File: src/rtl/lc3_mem_pkg.sv
// Shared types and constants for the memory access controller.
package lc3_mem_pkg;

    localparam int unsigned WORD_W = 16;
    localparam int unsigned CNT_W  = 4;

    typedef enum logic [1:0] {
        IDLE   = 2'd0,
        ACCESS = 2'd1,
        DONE   = 2'd2
    } mem_state_e;

endpackage

File: src/rtl/mem_wait_counter.sv
// Wait-state counter: clear, count-enable and terminal-count compare.
module mem_wait_counter
    import lc3_mem_pkg::*;
#(
    parameter int unsigned WAIT_CYCLES = 2
) (
    input  logic clk_i,
    input  logic rst_ni,
    input  logic clr_i,
    input  logic en_i,
    output logic tc_o
);

    logic [CNT_W-1:0] count_q;
    logic [CNT_W-1:0] count_d;

    // Terminal count reached when the count equals the configured wait cycles.
    always_comb begin
        tc_o = (count_q == CNT_W'(WAIT_CYCLES));
    end

    // Next count: clear wins; hold at terminal count so it never wraps.
    always_comb begin
        count_d = count_q;
        if (clr_i) begin
            count_d = '0;
        end else if (en_i && !tc_o) begin
            count_d = count_q + 1'b1;
        end
    end

    // Count register.
    always_ff @(posedge clk_i or negedge rst_ni) begin
        if (!rst_ni) begin
            count_q <= '0;
        end else begin
            count_q <= count_d;
        end
    end

endmodule

File: src/rtl/mem_access_ctrl.sv
// MAR/MDR register pair with a fixed-latency memory access sequencer.
module mem_access_ctrl
    import lc3_mem_pkg::*;
#(
    parameter int unsigned WAIT_CYCLES = 2
) (
    input  logic              clk_i,
    input  logic              rst_ni,
    input  logic [WORD_W-1:0] bus_i,
    input  logic              ld_mar_i,
    input  logic              ld_mdr_i,
    input  logic              req_rd_i,
    input  logic              req_wr_i,
    input  logic [WORD_W-1:0] mem_rdata_i,
    output logic [WORD_W-1:0] mar_o,
    output logic [WORD_W-1:0] mdr_o,
    output logic [WORD_W-1:0] mem_addr_o,
    output logic [WORD_W-1:0] mem_wdata_o,
    output logic              mem_ce_no,
    output logic              mem_oe_no,
    output logic              mem_we_no,
    output logic              ready_o,
    output logic              busy_o
);

    mem_state_e        state_q;
    logic [WORD_W-1:0] mar_q;
    logic [WORD_W-1:0] mdr_q;
    logic              is_rd_q;
    logic              ce_n_q;
    logic              oe_n_q;
    logic              we_n_q;
    logic              ready_q;

    logic              start;
    logic              cnt_clr;
    logic              cnt_en;
    logic              cnt_tc;

    // Request decode and wait counter control.
    always_comb begin
        start   = (state_q == IDLE) && (req_rd_i || req_wr_i);
        cnt_clr = start;
        cnt_en  = (state_q == ACCESS);
    end

    mem_wait_counter #(
        .WAIT_CYCLES (WAIT_CYCLES)
    ) u_wait_counter (
        .clk_i  (clk_i),
        .rst_ni (rst_ni),
        .clr_i  (cnt_clr),
        .en_i   (cnt_en),
        .tc_o   (cnt_tc)
    );

    // Sequencer with registered strobes; register loads only accepted in IDLE.
    always_ff @(posedge clk_i or negedge rst_ni) begin
        if (!rst_ni) begin
            state_q <= IDLE;
            mar_q   <= '0;
            mdr_q   <= '0;
            is_rd_q <= 1'b0;
            ce_n_q  <= 1'b1;
            oe_n_q  <= 1'b1;
            we_n_q  <= 1'b1;
            ready_q <= 1'b0;
        end else begin
            unique case (state_q)
                IDLE: begin
                    ready_q <= 1'b0;
                    if (ld_mar_i) begin
                        mar_q <= bus_i;
                    end
                    if (ld_mdr_i) begin
                        mdr_q <= bus_i;
                    end
                    if (req_rd_i || req_wr_i) begin
                        // Write wins when both requests arrive together.
                        state_q <= ACCESS;
                        is_rd_q <= ~req_wr_i;
                        ce_n_q  <= 1'b0;
                        oe_n_q  <= req_wr_i;
                        we_n_q  <= ~req_wr_i;
                    end
                end
                ACCESS: begin
                    if (cnt_tc) begin
                        state_q <= DONE;
                        if (is_rd_q) begin
                            mdr_q <= mem_rdata_i;
                        end
                        ce_n_q  <= 1'b1;
                        oe_n_q  <= 1'b1;
                        we_n_q  <= 1'b1;
                        ready_q <= 1'b1;
                    end
                end
                DONE: begin
                    state_q <= IDLE;
                    ready_q <= 1'b0;
                end
                default: begin
                    state_q <= IDLE;
                    ce_n_q  <= 1'b1;
                    oe_n_q  <= 1'b1;
                    we_n_q  <= 1'b1;
                    ready_q <= 1'b0;
                end
            endcase
        end
    end

    // Outputs: registers drive the memory port directly.
    always_comb begin
        mar_o       = mar_q;
        mdr_o       = mdr_q;
        mem_addr_o  = mar_q;
        mem_wdata_o = mdr_q;
        mem_ce_no   = ce_n_q;
        mem_oe_no   = oe_n_q;
        mem_we_no   = we_n_q;
        ready_o     = ready_q;
        busy_o      = (state_q != IDLE);
    end

endmodule

File: config.mk
export PLATFORM = sky130hd
export DESIGN_NAME = mem_access_ctrl
export DESIGN_NICKNAME = d
export VERILOG_FILES = /design/src/rtl/lc3_mem_pkg.sv /design/src/rtl/mem_wait_counter.sv /design/src/rtl/mem_access_ctrl.sv
export SDC_FILE = /design/constraint.sdc
export NUM_CORES = 1
export LEC_CHECK = 0
export ABC_CLOCK_PERIOD_IN_PS = 4900
export CORE_MARGIN = 8
export CORE_UTILIZATION = 44
export CTS_CLUSTER_DIAMETER = 200
export CTS_CLUSTER_SIZE = 40
export DETAILED_ROUTE_END_ITERATION = 10
export HOLD_SLACK_MARGIN = 0.1
export PLACE_DENSITY = 0.86
export SYNTH_ARGS = -nofsm -noshare
export SYNTH_HDL_FRONTEND = slang
export SYNTH_SLANG_ARGS = --single-unit
File: constraint.sdc
create_clock -name clk_i -period 4.9 [get_ports clk_i]
set_clock_uncertainty 0.2 [all_clocks]
set_input_delay 0.49 -clock clk_i [delete_from_list [all_inputs] [get_ports clk_i]]
set_output_delay 0.49 -clock clk_i [all_outputs]
set_load 0.005 [all_outputs]
Word-level counts from Yosys, hierarchy flattened
Cells that the tools add are included.
{"block": "totals", "regBits": 43, "latch_bits": 0, "mem_bits_rw": 0, "rom_bits": 0, "input_bits": 38, "elab_cells": 49, "mem_count": 0}
{"block": "op_classes", "addsub": 1, "n_mul": 0, "div": 0, "magnitude_cmp": 0, "n_eq_ne": 7, "shift": 0, "n_mux": 17, "n_bitwise": 2, "n_reduce_logical": 13}
{"op": "2-to-1 mux 16 bit", "n": 3}
{"op": "one-hot mux 16 bit (2 select lines)", "n": 1}
{"op": "one-hot mux 1 bit (3 select lines)", "n": 3}
{"op": "2-to-1 mux 4 bit", "n": 2}
{"op": "inequality test 2 bit (second input constant)", "n": 3}
{"op": "AND reduction 2 bit", "n": 3}
{"op": "nonzero test 2 bit", "n": 3}
{"op": "2-to-1 mux 1 bit", "n": 5}
{"op": "adder 4 x 1 -> 4 bit (second input constant)", "n": 1}
{"op": "== test 4 x 2 -> 1 bit (second input constant)", "n": 1}
{"op": "2-to-1 mux 2 bit", "n": 2}
{"op": "one-hot mux 2 bit (2 select lines)", "n": 1}
{"op": "AND reduction 4 bit", "n": 1}
{"op": "AND reduction 3 bit", "n": 1}
{"op": "== test 2 x 1 -> 1 bit (second input constant)", "n": 1}
{"op": "== test 2 bit (second input constant)", "n": 1}
{"op": "logical AND 1 bit", "n": 2}
{"op": "zero test 2 bit", "n": 1}
{"op": "inequality test 2 x 1 -> 1 bit (second input constant)", "n": 1}
{"op": "NOT 1 bit", "n": 2}
{"op": "zero test 1 bit", "n": 1}
{"op": "logical OR 1 bit", "n": 1}

Longest topological paths before layout
{"block": "depth", "ltp_word": 5, "mapped_depth": 7}

Modules after synthesis
A second synthesis with hierarchy kept.
{"block": "hier_totals", "cells_unflattened": 173, "area_unflattened_um2": 2284.7}
{"module": "mem_access_ctrl", "instances": 1, "cells_per_inst": 151, "area_each_um2": 2059.5, "seq_area_each_um2": 979.7}
{"module": "mem_wait_counter", "instances": 1, "cells_per_inst": 22, "area_each_um2": 225.2, "seq_area_each_um2": 100.1}

Least setup slack after synthesis
No wires, ideal clock.
{"block": "synth_timing", "path_kind": "register -> register", "startpoint": "reg u_wait_counter.count_q[0]", "endpoint": "reg mdr_q[10], in the netlist mdr_o[10]", "setup_time_ps": 123, "t_arrival_ps": 1641, "slack_ps": 2936, "path_stages_with_launch": 7, "path_buffers": 1, "path_cell_list": "dfrtp_1 -> inv_1 -> ha_1 -> or3b_4 -> a211oi_4 -> buf_4 -> a21oi_2"}
{"block": "synth_between", "elab_chain_cells": 3}
{"item": "start, declared", "line": "mem_wait_counter.sv:14", "text": "logic [CNT_W-1:0] count_q;"}
{"item": "start signal, assigned", "line": "mem_wait_counter.sv:37", "text": "count_q <= count_d;"}
{"item": "== test 4 x 2 -> 1 bit", "line": "mem_wait_counter.sv:19", "text": "tc_o = (count_q == CNT_W'(WAIT_CYCLES));"}
{"item": "inequality test 2 bit (no line)"}
{"item": "AND reduction 4 bit (no line)"}
{"item": "end signal, assigned", "line": "mem_access_ctrl.sv:76", "text": "mdr_q <= bus_i;"}
{"item": "end signal, assigned", "line": "mem_access_ctrl.sv:91", "text": "mdr_q <= mem_rdata_i;"}
{"item": "end, declared", "line": "mem_access_ctrl.sv:28", "text": "logic [WORD_W-1:0] mdr_q;"}
Every way passes these cells.
A chain may end at the register's enable or synchronous reset.

Worst setup path in the final report
{"block": "layout_timing", "startpoint": "reg u_wait_counter.count_q[0]", "endpoint": "reg mdr_q[7], in the netlist mdr_o[7]"}
Same word-level chain as after synthesis.

==> impl_results.md <==
- Asr flop ratio synth: 1.00
- Post-CTS sizing: 0
- Met2 GRT Util: 0.250
- Critical path cell sequence: inv_1, ha_1, or3b_4, a211oi_4, buf_4, nor2_1, a21oi_2
- Final Hold Fails: 0
- First-pass GRT wire length: 8.59 mm
- Top Ports: 107
- Initial core utilization: 0.458
- Outcome: finished clean
- Flops & latches, synth: 43
- Max frequency: 385 MHz
- CP delay by family, top: compound AO/OA/AOI/OAI gates
- Fin Hold WS: 134 ps
- Cells after synthesis: 190
- HP Class: in2async
- Final HPWL DP: 4.25 mm
- Clock Tree Buf Depth: 2
- Top_reg_cell synth: dfrtp_1
- DRT Pass-1 Iters: 5
- Worst slew margin: 0.391
- Worst-margin pin slew: 914 ps
- Row count: 25
- Die width: 86.4 um
- Via count: 1,588
- Drt wl/cell: 16.2 um
- Startpoint Class: register
- Tot GR Track Use: 0.146
- TritonCTS Buffers: 5
- Dpl cells: 325
- Reg-to-reg endpoint: mdr_o[7]$_DFFE_PN0P_
- Worst path buffer plus inverter count: 2
- Share of cells above drive strength 1: 0.165
- Worst vdd ir: 0.315 mV
- Crit Path Max Fanout: 20
- CP arrival: 2610 ps
- Critical path class: reg2reg
- Layout Cells excl Fill: 333
- Nets: 305
- Final count of pins violating max slew: 0
- Die height: 86.4 um
- Core ar.: 4750 um2
- CP max stage cell: a211oi_4
- Mapped Avg Cell Area: 11.5 um2
- Seq/Total Area, Yosys: 0.495
- Largest net degree at the start of global routing: 44
- Critical Path RT: 4920 ps
- Minimum clock period: 2600 ps
- Final Worst Setup Slack: 2300 ps
- # hold bufs at CTS: 0
- Diode count: 0
- Worst r2r src: u_wait_counter.count_q[0]$_DFFE_PN0P_
- Clk pin slew, worst setup/hold paths: 70 ps
- Clock root buffer: clkbuf_8
- Post-CTS Setup Bufs: 0
- Unrepaired setup endpoints after global routing: no
- Leading area contributor after synthesis: dfrtp_1
- Antenna violations before repair: 0
- Area grow syn2layout: 43.1%
- Final antenna-violating net count: 0
- Met1 Track Usage GR: 0.166
- Most frequent cells after synthesis: dfrtp_1 (40), buf_4 (34), nor2_1 (22)
- Clock latency on the worst-skew pair: 280 ps
- Met3 Use GR: 0.0416
- Via density: 4.77
- Clock sinks: 43
- Syn nets: 230
- Pre-CTS setup slack: 2310 ps
- Share of Yosys cell area claimed by the top area cell type: 0.459
- Port Buf Inserts: 106
- Reg2reg path depth: 7
- Vias in the first global route: 1,739
- Leak: 1.31 nW
- Htree depth: 2
- TNS Setup: 0 ps
- Final GP Congestion: 0.728
- Gr busiest metal: met2
- Final wirelength: 5.40 mm
- GR Overflow Total: 0
- Final setup fails: 0
- DRC errors left: 0
- Post-Synthesis Cell Area: 2180 um2
- Ranking of synthesized cells by area: dfrtp_1 (46%), buf_4 (12%), mux2i_1 (8.3%)
- Synth unique cells: 26
- Pwr Total: 2.13 mW
- Internal reg-to-reg setup slack: 2300 ps
- Ys Warns: 0
- Post-route clock period utilization: 0.530
- CTS tree: built
- Max Cap Viol: 0
- Power Dens Cells: 684 nW/um2
- Endpoint class of the critical path: register
- Post-synth EDFFs: 0
- Cell with the most instances after synthesis: dfrtp_1
- Die ar.: 7460 um2
- Slowest stage delay, CP: 650 ps
- 1st-iter DRT viols: 64
==> cell usage in the layout, fill, tap and decap left out, drive strengths merged, types with 2 or more instances in the layout <==
| cell type | n |
|---|---|
| clkdlybuf4s50 | 105 |
| dfrtp | 40 |
| nor2 | 22 |
| a21oi | 22 |
| mux2i | 18 |
| mux2 | 16 |
| clkbuf | 8 |
| inv | 6 |
| nand2 | 3 |
| o21ai | 3 |
| dfstp | 3 |
| buf | 3 |
| a21boi | 2 |
| nand3 | 2 |
| ha | 2 |
| nor2b | 2 |
==> cell families (layout without fill, tap and decap cells) <==
family / Yosys count / count (layout) / share of synthesized area
flops: 43 / 43 / 0.495
mux: 34 / 34 / 0.165
xor+xnor: 1 / 1 / 0.00402
fa+ha+maj: 2 / 2 / 0.0115
buf+inv: 46 / 122 / 0.147
simple gates: 32 / 32 / 0.0643
compound gates: 32 / 32 / 0.113
==> flip-flops by register name, indices dropped and copies added, names as in the netlist, 2 cells and up <==
signal                  flops
mar_o                      16
mdr_o                      16
state_q                     2
u_wait_counter.count_q      4
==> per-layer routing <==
metal	vias up	share of wire
met5	-	0
met4	0	0.017
met1	752	0.41
met2	70	0.50
met3	9	0.067
li1	757	-
==> per-stage QoR <==
step / instance area, um2 / util
4_1_cts: 3120 / 0.656
5_1_grt: 3120 / 0.656
6_report: 3120 / 0.656
2_1_floorplan: 2180 / -
3_5_place_dp: 3040 / 0.639
3_3_place_gp: 3040 / 0.639
==> cell type report <==
class                           instances  area (um2)
Fill cell                             401        1640
Sequential cell                        43        1080
Timing Repair Buffer                  108        1070
Multi-Input combinational cell        101         782
Tap cell                               67        83.8
Clock buffer                            8        80.1
Inverter                                6        22.5
==> worst reg2reg max path, delay by kind of cell (launching register included) <==
family	cells	cell delay, ps
AND/OR/NAND/NOR	2	520
adder cells (fa/ha/maj)	1	160
flip-flops	1	430
AO/OA/AOI/OAI	2	760
buffers and inverters	2	460
==> worst max-delay path by stage <==
stage,depth (start not counted),slack [ps],to,from
after global placement,6,2420,mdr_o[5]$_DFFE_PN0P_,ld_mdr_i
final,7,2300,mdr_o[7]$_DFFE_PN0P_,u_wait_counter.count_q[0]$_DFFE_PN0P_
after floorplan,6,2940,mdr_o[10]$_DFFE_PN0P_,u_wait_counter.count_q[0]$_DFFE_PN0P_
after detailed placement,6,2310,mdr_o[7]$_DFFE_PN0P_,ld_mdr_i
after global routing,7,2170,mdr_o[15]$_DFFE_PN0P_,u_wait_counter.count_q[0]$_DFFE_PN0P_
after CTS,7,2290,mdr_o[7]$_DFFE_PN0P_,u_wait_counter.count_q[0]$_DFFE_PN0P_
==> power by group <==
| part | internal (mW) | switching [mW] |
|---|---|---|
| clock | 0.101 | 0.107 |
| sequential | 0.544 | 0.149 |
| combinational | 0.755 | 0.478 |
(Power assumes the default switching activity.)
